`src/rtl/uart_tx_fifo.sv`:
```
// Circular byte FIFO feeding a UART transmitter: buffers incoming words and
// launches them one at a time, following the transmitter's busy handshake.
module uart_tx_fifo #(
  parameter int PAYLOAD_BITS     = 8,
  parameter int DEPTH_LOG2       = 4,
  parameter int BUSY_WAIT_CYCLES = 4
) (
  input  logic                    clk,
  input  logic                    resetn,
  input  logic                    in_valid,
  input  logic [PAYLOAD_BITS-1:0] in_data,
  output logic                    in_ready,
  input  logic                    tx_busy,
  output logic                    tx_en,
  output logic [PAYLOAD_BITS-1:0] tx_data,
  output logic [DEPTH_LOG2:0]     count,
  output logic                    overflow,
  input  logic                    clr_overflow
);

  localparam int Depth = 1 << DEPTH_LOG2;
  localparam int WaitW = (BUSY_WAIT_CYCLES > 1) ? $clog2(BUSY_WAIT_CYCLES) : 1;
  localparam logic [DEPTH_LOG2:0] FullCount = (DEPTH_LOG2 + 1)'(Depth);
  localparam logic [WaitW-1:0]    WaitLast  = WaitW'(BUSY_WAIT_CYCLES - 1);

  typedef enum logic [1:0] {
    IDLE,
    LAUNCH,
    WAIT_BUSY,
    WAIT_DONE
  } state_e;

  state_e                  state_q;
  logic [PAYLOAD_BITS-1:0] mem_q [Depth];
  logic [DEPTH_LOG2-1:0]   wr_ptr_q, wr_ptr_d;
  logic [DEPTH_LOG2-1:0]   rd_ptr_q, rd_ptr_d;
  logic [DEPTH_LOG2:0]     count_q, count_d;
  logic                    overflow_q, overflow_d;
  logic                    tx_en_q;
  logic [PAYLOAD_BITS-1:0] tx_data_q;
  logic [WaitW-1:0]        wait_cnt_q;

  logic full, empty, push, pop;

  assign full  = (count_q == FullCount);
  assign empty = (count_q == '0);
  assign push  = in_valid && !full;
  // A pop sees only the registered count, so a same-cycle push never falls through.
  assign pop   = (state_q == IDLE) && !empty && !tx_busy;

  assign in_ready = !full;
  assign tx_en    = tx_en_q;
  assign tx_data  = tx_data_q;
  assign count    = count_q;
  assign overflow = overflow_q;

  always_comb begin
    wr_ptr_d   = wr_ptr_q;
    rd_ptr_d   = rd_ptr_q;
    count_d    = count_q;
    overflow_d = overflow_q;

    if (push) wr_ptr_d = wr_ptr_q + 1'b1;
    if (pop)  rd_ptr_d = rd_ptr_q + 1'b1;

    case ({push, pop})
      2'b10:   count_d = count_q + 1'b1;
      2'b01:   count_d = count_q - 1'b1;
      default: count_d = count_q;
    endcase

    // Setting has priority so an overflow in the clearing cycle is not lost.
    if (in_valid && full) overflow_d = 1'b1;
    else if (clr_overflow) overflow_d = 1'b0;
  end

  always_ff @(posedge clk or negedge resetn) begin
    if (!resetn) begin
      wr_ptr_q   <= '0;
      rd_ptr_q   <= '0;
      count_q    <= '0;
      overflow_q <= 1'b0;
    end else begin
      wr_ptr_q   <= wr_ptr_d;
      rd_ptr_q   <= rd_ptr_d;
      count_q    <= count_d;
      overflow_q <= overflow_d;
    end
  end

  always_ff @(posedge clk) begin
    if (push) mem_q[wr_ptr_q] <= in_data;
  end

  always_ff @(posedge clk or negedge resetn) begin
    if (!resetn) begin
      state_q    <= IDLE;
      tx_en_q    <= 1'b0;
      tx_data_q  <= '0;
      wait_cnt_q <= '0;
    end else begin
      unique case (state_q)
        IDLE: begin
          tx_en_q <= 1'b0;
          if (pop) begin
            tx_data_q <= mem_q[rd_ptr_q];
            tx_en_q   <= 1'b1;
            state_q   <= LAUNCH;
          end
        end
        LAUNCH: begin
          tx_en_q    <= 1'b0;
          wait_cnt_q <= '0;
          state_q    <= WAIT_BUSY;
        end
        // A transmitter that never acknowledges must not stall the queue forever.
        WAIT_BUSY: begin
          tx_en_q <= 1'b0;
          if (tx_busy) begin
            state_q <= WAIT_DONE;
          end else if (wait_cnt_q == WaitLast) begin
            state_q <= IDLE;
          end else begin
            wait_cnt_q <= wait_cnt_q + 1'b1;
          end
        end
        WAIT_DONE: begin
          tx_en_q <= 1'b0;
          if (!tx_busy) state_q <= IDLE;
        end
        default: begin
          tx_en_q <= 1'b0;
          state_q <= IDLE;
        end
      endcase
    end
  end

endmodule

```
`config.mk`:
```
export PLATFORM = sky130hd
export DESIGN_NAME = uart_tx_fifo
export DESIGN_NICKNAME = d
export VERILOG_FILES = /design/src/rtl/uart_tx_fifo.sv
export SDC_FILE = /design/constraint.sdc
export NUM_CORES = 1
export LEC_CHECK = 0
export ABC_AREA = 1
export CORE_UTILIZATION = 40
export CTS_CLUSTER_DIAMETER = 50
export DETAILED_ROUTE_END_ITERATION = 12
export PLACE_DENSITY = 0.59
export SYNTH_ARGS = -nofsm -noshare
export SYNTH_HDL_FRONTEND = slang
export SYNTH_SLANG_ARGS = --single-unit
```
`constraint.sdc`:
```
create_clock -name clk -period 2.4 [get_ports clk]
set_input_delay 0.36 -clock clk [delete_from_list [all_inputs] [get_ports clk]]
set_output_delay 0.36 -clock clk [all_outputs]
set_load 0.05 [all_outputs]
```
After elaboration in Yosys (flattened, before gate mapping). Memory sizes are Yosys's and may differ from the RTL's. A register that Yosys moved wholly into a read port is not among the register bits. Cells that the tools add are included.

Bits of input ports: 13. Logic and storage cells: 57. Register bits after elaboration: 19. Memories kept: 1. Bits in writable memories: 128.

Memories: mem_q (words 16, bits a word 8, rd ports 1, clocked after memory_dff 1, write ports 1, RTL line 34) `logic [PAYLOAD_BITS-1:0] mem_q [Depth];`.

Reduce and logical (&&, ||, !) cells: 17. Mux-type cells: 15. Equal/unequal tests: 12. $add $sub $neg: 5.

Operators with widths (number): 2-bit two-way mux (6); 5-bit case mux with 2 select lines (1); 4-bit by 1-bit adder with 4-bit output (second input constant) (2); 2-bit == test (second input constant) (4); 2-bit != test (second input constant) (4); 2-bit case mux with 4 select lines (1); 3-bit AND reduction (2); 2-bit nonzero test (3); 5-bit by 1-bit adder with 5-bit output (second input constant) (1); 5-bit == test (second input constant) (1); 5-bit logical NOT (1); 1-bit two-way mux (5); 5-bit by 1-bit subtractor with 5-bit output (second input constant) (1); 2-bit by 1-bit == test with 1-bit output (second input constant) (2); 1-bit logical AND (4); 1-bit logical NOT (4); 2-bit case mux with 2 select lines (1); 3-bit != test (second input constant) (1); 3-bit OR reduction (1); 2-bit by 1-bit adder with 2-bit output (second input constant) (1); 2-bit logical NOT (1); 1-bit case mux with 2 select lines (1); 2-bit AND reduction (1).

Longest topological paths before layout. Gate-level depths: netlist (run 1).

Word-level depth: 6. Mapped depth: 16. Gate-level depth less buffers: 15.

Worst setup path after synthesis (run 1). Ideal clock, no wire load.

Path kind: reg-to-reg. Start point: register count_q[0] (netlist: count[0]). End point: register count_q[4] (netlist: count[4]). Required time: 2.282 ns. Arrival: 2.506 ns. Stages on the path, launching flop included: 17. Path buffers: 1. Setup slack: -0.224 ns. Cells stage by stage: dfrtp_1 -> nor2_1 -> nand2_1 -> nor2_1 -> inv_2 -> nand2_4 -> buf_2 -> ha_1 -> xor2_1 -> ha_1 -> inv_1 -> nand2_1 -> nand3_1 -> nand2_1 -> xor2_1 -> nand2_1 -> nand2_1.

Elaborated cells between the ends (all ways): 13.

RTL lines: from (decl) (RTL line 37) `logic [DEPTH_LOG2:0] count_q, count_d;`; from (signal assigned) (RTL line 86) `count_q <= count_d;`; 5-bit == test (*) (RTL line 45) `assign full = (count_q == FullCount);`; 1-bit logical NOT (*); net in_ready (RTL line 12) `output logic in_ready,`; 1-bit logical AND (*) (RTL line 47) `assign push = in_valid && !full;`; 2-bit by 1-bit == test with 1-bit output or 2-bit == test (tied branches) (RTL line 66) `case ({push, pop})`; 5-bit case mux with 2 select lines or 2-bit nonzero test (tied branches).

The timed path passes the listed nets; every way through them passes the cells marked *. A chain may end at the register's enable or synchronous reset.

Worst setup path after layout (run 1).
Start point: register count_q[0] (netlist: count[0]). End point: register count_q[4] (netlist: count[4]).

Cells in the longest elaborated chain, start to end: 6. Elaborated cells between the ends (all ways): 13.

RTL lines: 5-bit logical NOT (RTL line 46) `assign empty = (count_q == '0);`; 1-bit logical NOT (RTL line 49) `assign pop = (state_q == IDLE) && !empty && !tx_busy;`; 1-bit logical AND (2 in series) (RTL line 49); 2-bit by 1-bit == test with 1-bit output or 2-bit == test (tied branches) (RTL line 66); 5-bit case mux with 2 select lines or 2-bit nonzero test (tied branches).

Parallel ways exist; a longest one is shown, timed or not.

==> out/metrics.csv, run 1 <==
metric,value,unit
outcome,completed,
antenna_found_initial,0,
critical_path_required,2760,ps
yosys_warnings,0,
cts_setup_buffers,0,
worst-path-max-fanout,5,
start_util,41.34,%
clk_pin_slew_worst_paths,60,ps
finalSetupTns,0,ps
tightest_slew,717.0,ps
final_design_area_no_fill,8182,sq um
maxSlewViolCount,0,
synthCells,693,
firstDrtPassIters,5,
final_core_util,48.82,%
switching_share,37.51,%
cts_max_level,4,
grt-ovfl-total,0,
grt_setup_unrepaired,false,
dr.first_iter.drc_count,354,
dieArea,17850,sq um
io_pins,29,
cp_common_cell,nand2_1,
synthesis.nets,716,
max_freq,465.4,MHz
p_per_area,1184,nW/um^2
clock_skew,8.254,ps
cts_root_buf,clkbuf_16,
max_stage_delay,440,ps
drv_cap,0,
clkLatencyLatePin,420,ps
r2r_start,count[0],
cpMaxStageDelayCell,dfrtp_2,
grt_first_pass_wirelength,24320,microns
ys_ff_latch,155,
seq_area_frac_synth,65.22,%
rows,47,
final_layout_size_suffix_gt1_share,10.03,%
path_cells,"nor2_2, nand2_1, nor2_1, inv_2, nand2_4, ha_4, xor2_1, ha_1, inv_1, nand2_1, nand3_1, nand2_1, xor2_1, nand2_1, nand2_1",
grt_pass1_vias,4701,
whs,321.3,ps
nets,768,
num_vias,4717,
r2r_slack,250,ps
p_sw,3633,uW
post_drt_via_cell_ratio,4.823,
diodes,0,
timing.rr.end,count[4],
synthDistinctLibCells,23,
gp_congestion,0.9109,
p_leak,0.003610,uW
syn_area,6929,sq um
detail-route-antenna-nets,0,
coreArea,16760,sq um
crit_type,reg -> reg,
post-dp-hpwl,10030,microns
rr_worst_depth,15,
hold_viol_final,0,
cts_hold_buf,0,
internal_power,6053,uW
wl_per_cell,15.42,microns
io_buffers,28,
grt_max_degree,49,
crit_arrival,2510,ps
placedCellCount,946,
final_cell_mix,"nand2_1 (222), edfxtp_1 (128), inv_1 (120)",
cts.sink_count,155,
seqPwrFrac,37.1,%
fp.dieH,133.6,microns
min-delay-path-class,in -> async,
max-vdd-ir-drop,0.8598,mV
numCtsBuffers,17,
totalWireLength,15080,microns
grt_usage,18.46,%
comb_power_share,35.9,%
dpl-instance-area,7600,sq um
clkPwrFrac,27.0,%
period_share,89.53,%
syn_to_final_growth,18.08,%
setup_viol,0,
clockBufferDepth,2,
end_kind,register,
synth.avg_cell_area,9.999,sq um
max-slew-margin-rel,52.05,%
cts_tree,built,
stdcell_count,978,
final.min_clock_period,2149,ps
post-route-drc-count,0,
final_common_cell,nand2_1,
cp-start-kind,register,
fp.dieW,133.6,microns
[what timing repair did]
action / 4_1_cts / 5_1_grt
resized for setup: 0 / 1
endpoints found under the hold margin: 0 / 0
endpoints found under the setup margin: 0 / 1
[area by class of cell]
type / instances / area (sq um)
fill: 1514 / 8578
timing repair buffer: 61 / 543.0
clock buffer: 21 / 460.4
inverter: 125 / 469.2
sequential: 155 / 4527
tap: 220 / 275.3
multi-input combinational: 385 / 1788
clock inverter: 11 / 118.9
[through the flow]
| step | setup slack [ps] | power [uW] |
|---|---|---|
| final | 251.3 | 9686 |
| after global routing | 10.01 | 10300 |
| after CTS | 56.79 | 9757 |
| after detailed placement | 13.72 | 7145 |
| after global placement | 118.5 | 7041 |
| after floorplan | 47.69 | 6099 |
[cell usage after synthesis]
cell type  number  area, sq um
nand2_4         2        22.52
clkbuf_1        3        11.26
a211oi_1        1        7.510
nand3_1       102        510.5
dfrtp_1        27        675.7
buf_2          13        65.06
nor3_1         14        70.07
edfxtp_1      128         3844
ha_1           10        125.1
inv_1         120        450.4
clkinv_1        2        7.510
o21ai_0         8        40.04
inv_2           3        11.26
a21oi_1         3        15.01
nor2_1         10        37.54
xor2_1          9        78.83
buf_4          11        82.58
o21bai_1        1        7.510
buf_6           1        11.26
a21boi_0        1        7.510
nand2_1       222        833.3
xnor2_1         1        8.760
nand4_1         1        6.260
[power groups by stage]
stage	Clock (uW)	Combinational (uW)	Sequential (uW)
after floorplan	0	2170	3930
after global routing	2780	3880	3640
after detailed placement	0	3490	3650
final	2610	3470	3600
after CTS	2650	3510	3600
after global placement	0	3410	3630
[worst max-delay path: cells and delay by family, from the launching register on]
| family | cells | cell delay (ps) |
|---|---|---|
| AND/OR/NAND/NOR | 9 | 820 |
| flip-flops | 1 | 440 |
| adder cells (fa/ha/maj) | 2 | 360 |
| XOR/XNOR | 2 | 360 |
| buffers and inverters | 2 | 120 |
[metal layers]
metal  up-vias  global-route usage [%]  routed length (microns)
met4         0                   6.313                      235
met5         -                       0                        0
li1       2324                       -                        -
met1      2257                   24.50                     6883
met2       120                   28.99                     7064
met3        16                   5.289                      899
[kinds of logic after synthesis]
| family | Yosys count | synth area share, % |
|---|---|---|
| fa+ha+maj | 10 | 1.806 |
| xor+xnor | 10 | 1.264 |
| flops | 155 | 65.22 |
| compound gates | 14 | 1.120 |
| simple gates | 351 | 21.36 |
| buf+inv | 153 | 9.227 |
[how the worst max path moves through the flow]
| stage | from | end | slack (ps) | cells past startpoint |
|---|---|---|---|---|
| after global placement | tx_busy | count[4] | 120 | 14 |
| final | count[0] | count[4] | 250 | 15 |
| after CTS | count[0] | in_ready | 60 | 5 |
| after global routing | count[3] | count[4] | 10 | 15 |
| after detailed placement | tx_busy | count[4] | 10 | 14 |
| after floorplan | count[0] | count[4] | 50 | 16 |
[sequential cells by signal, indices dropped and copies added, names as in the netlist]
register / cells
count: 5
overflow: 1
mem_q: 128
state_q: 2
tx_data: 8
tx_en: 1
wait_cnt_q: 2
rd_ptr_q: 4
wr_ptr_q: 4
Power figures use the tool's default switching activity.
==> run 2, diff against run 1 <==
--- a/config.mk
+++ b/config.mk
@@ -7,7 +7,6 @@
 export LEC_CHECK = 0
 export ABC_AREA = 1
 export CORE_UTILIZATION = 40
-export CTS_CLUSTER_DIAMETER = 50
 export DETAILED_ROUTE_END_ITERATION = 12
 export PLACE_DENSITY = 0.59
 export SYNTH_ARGS = -nofsm -noshare
==> results of run 2 <==
Same layout as run 1: the final DEF is identical, and so are final timing and power.
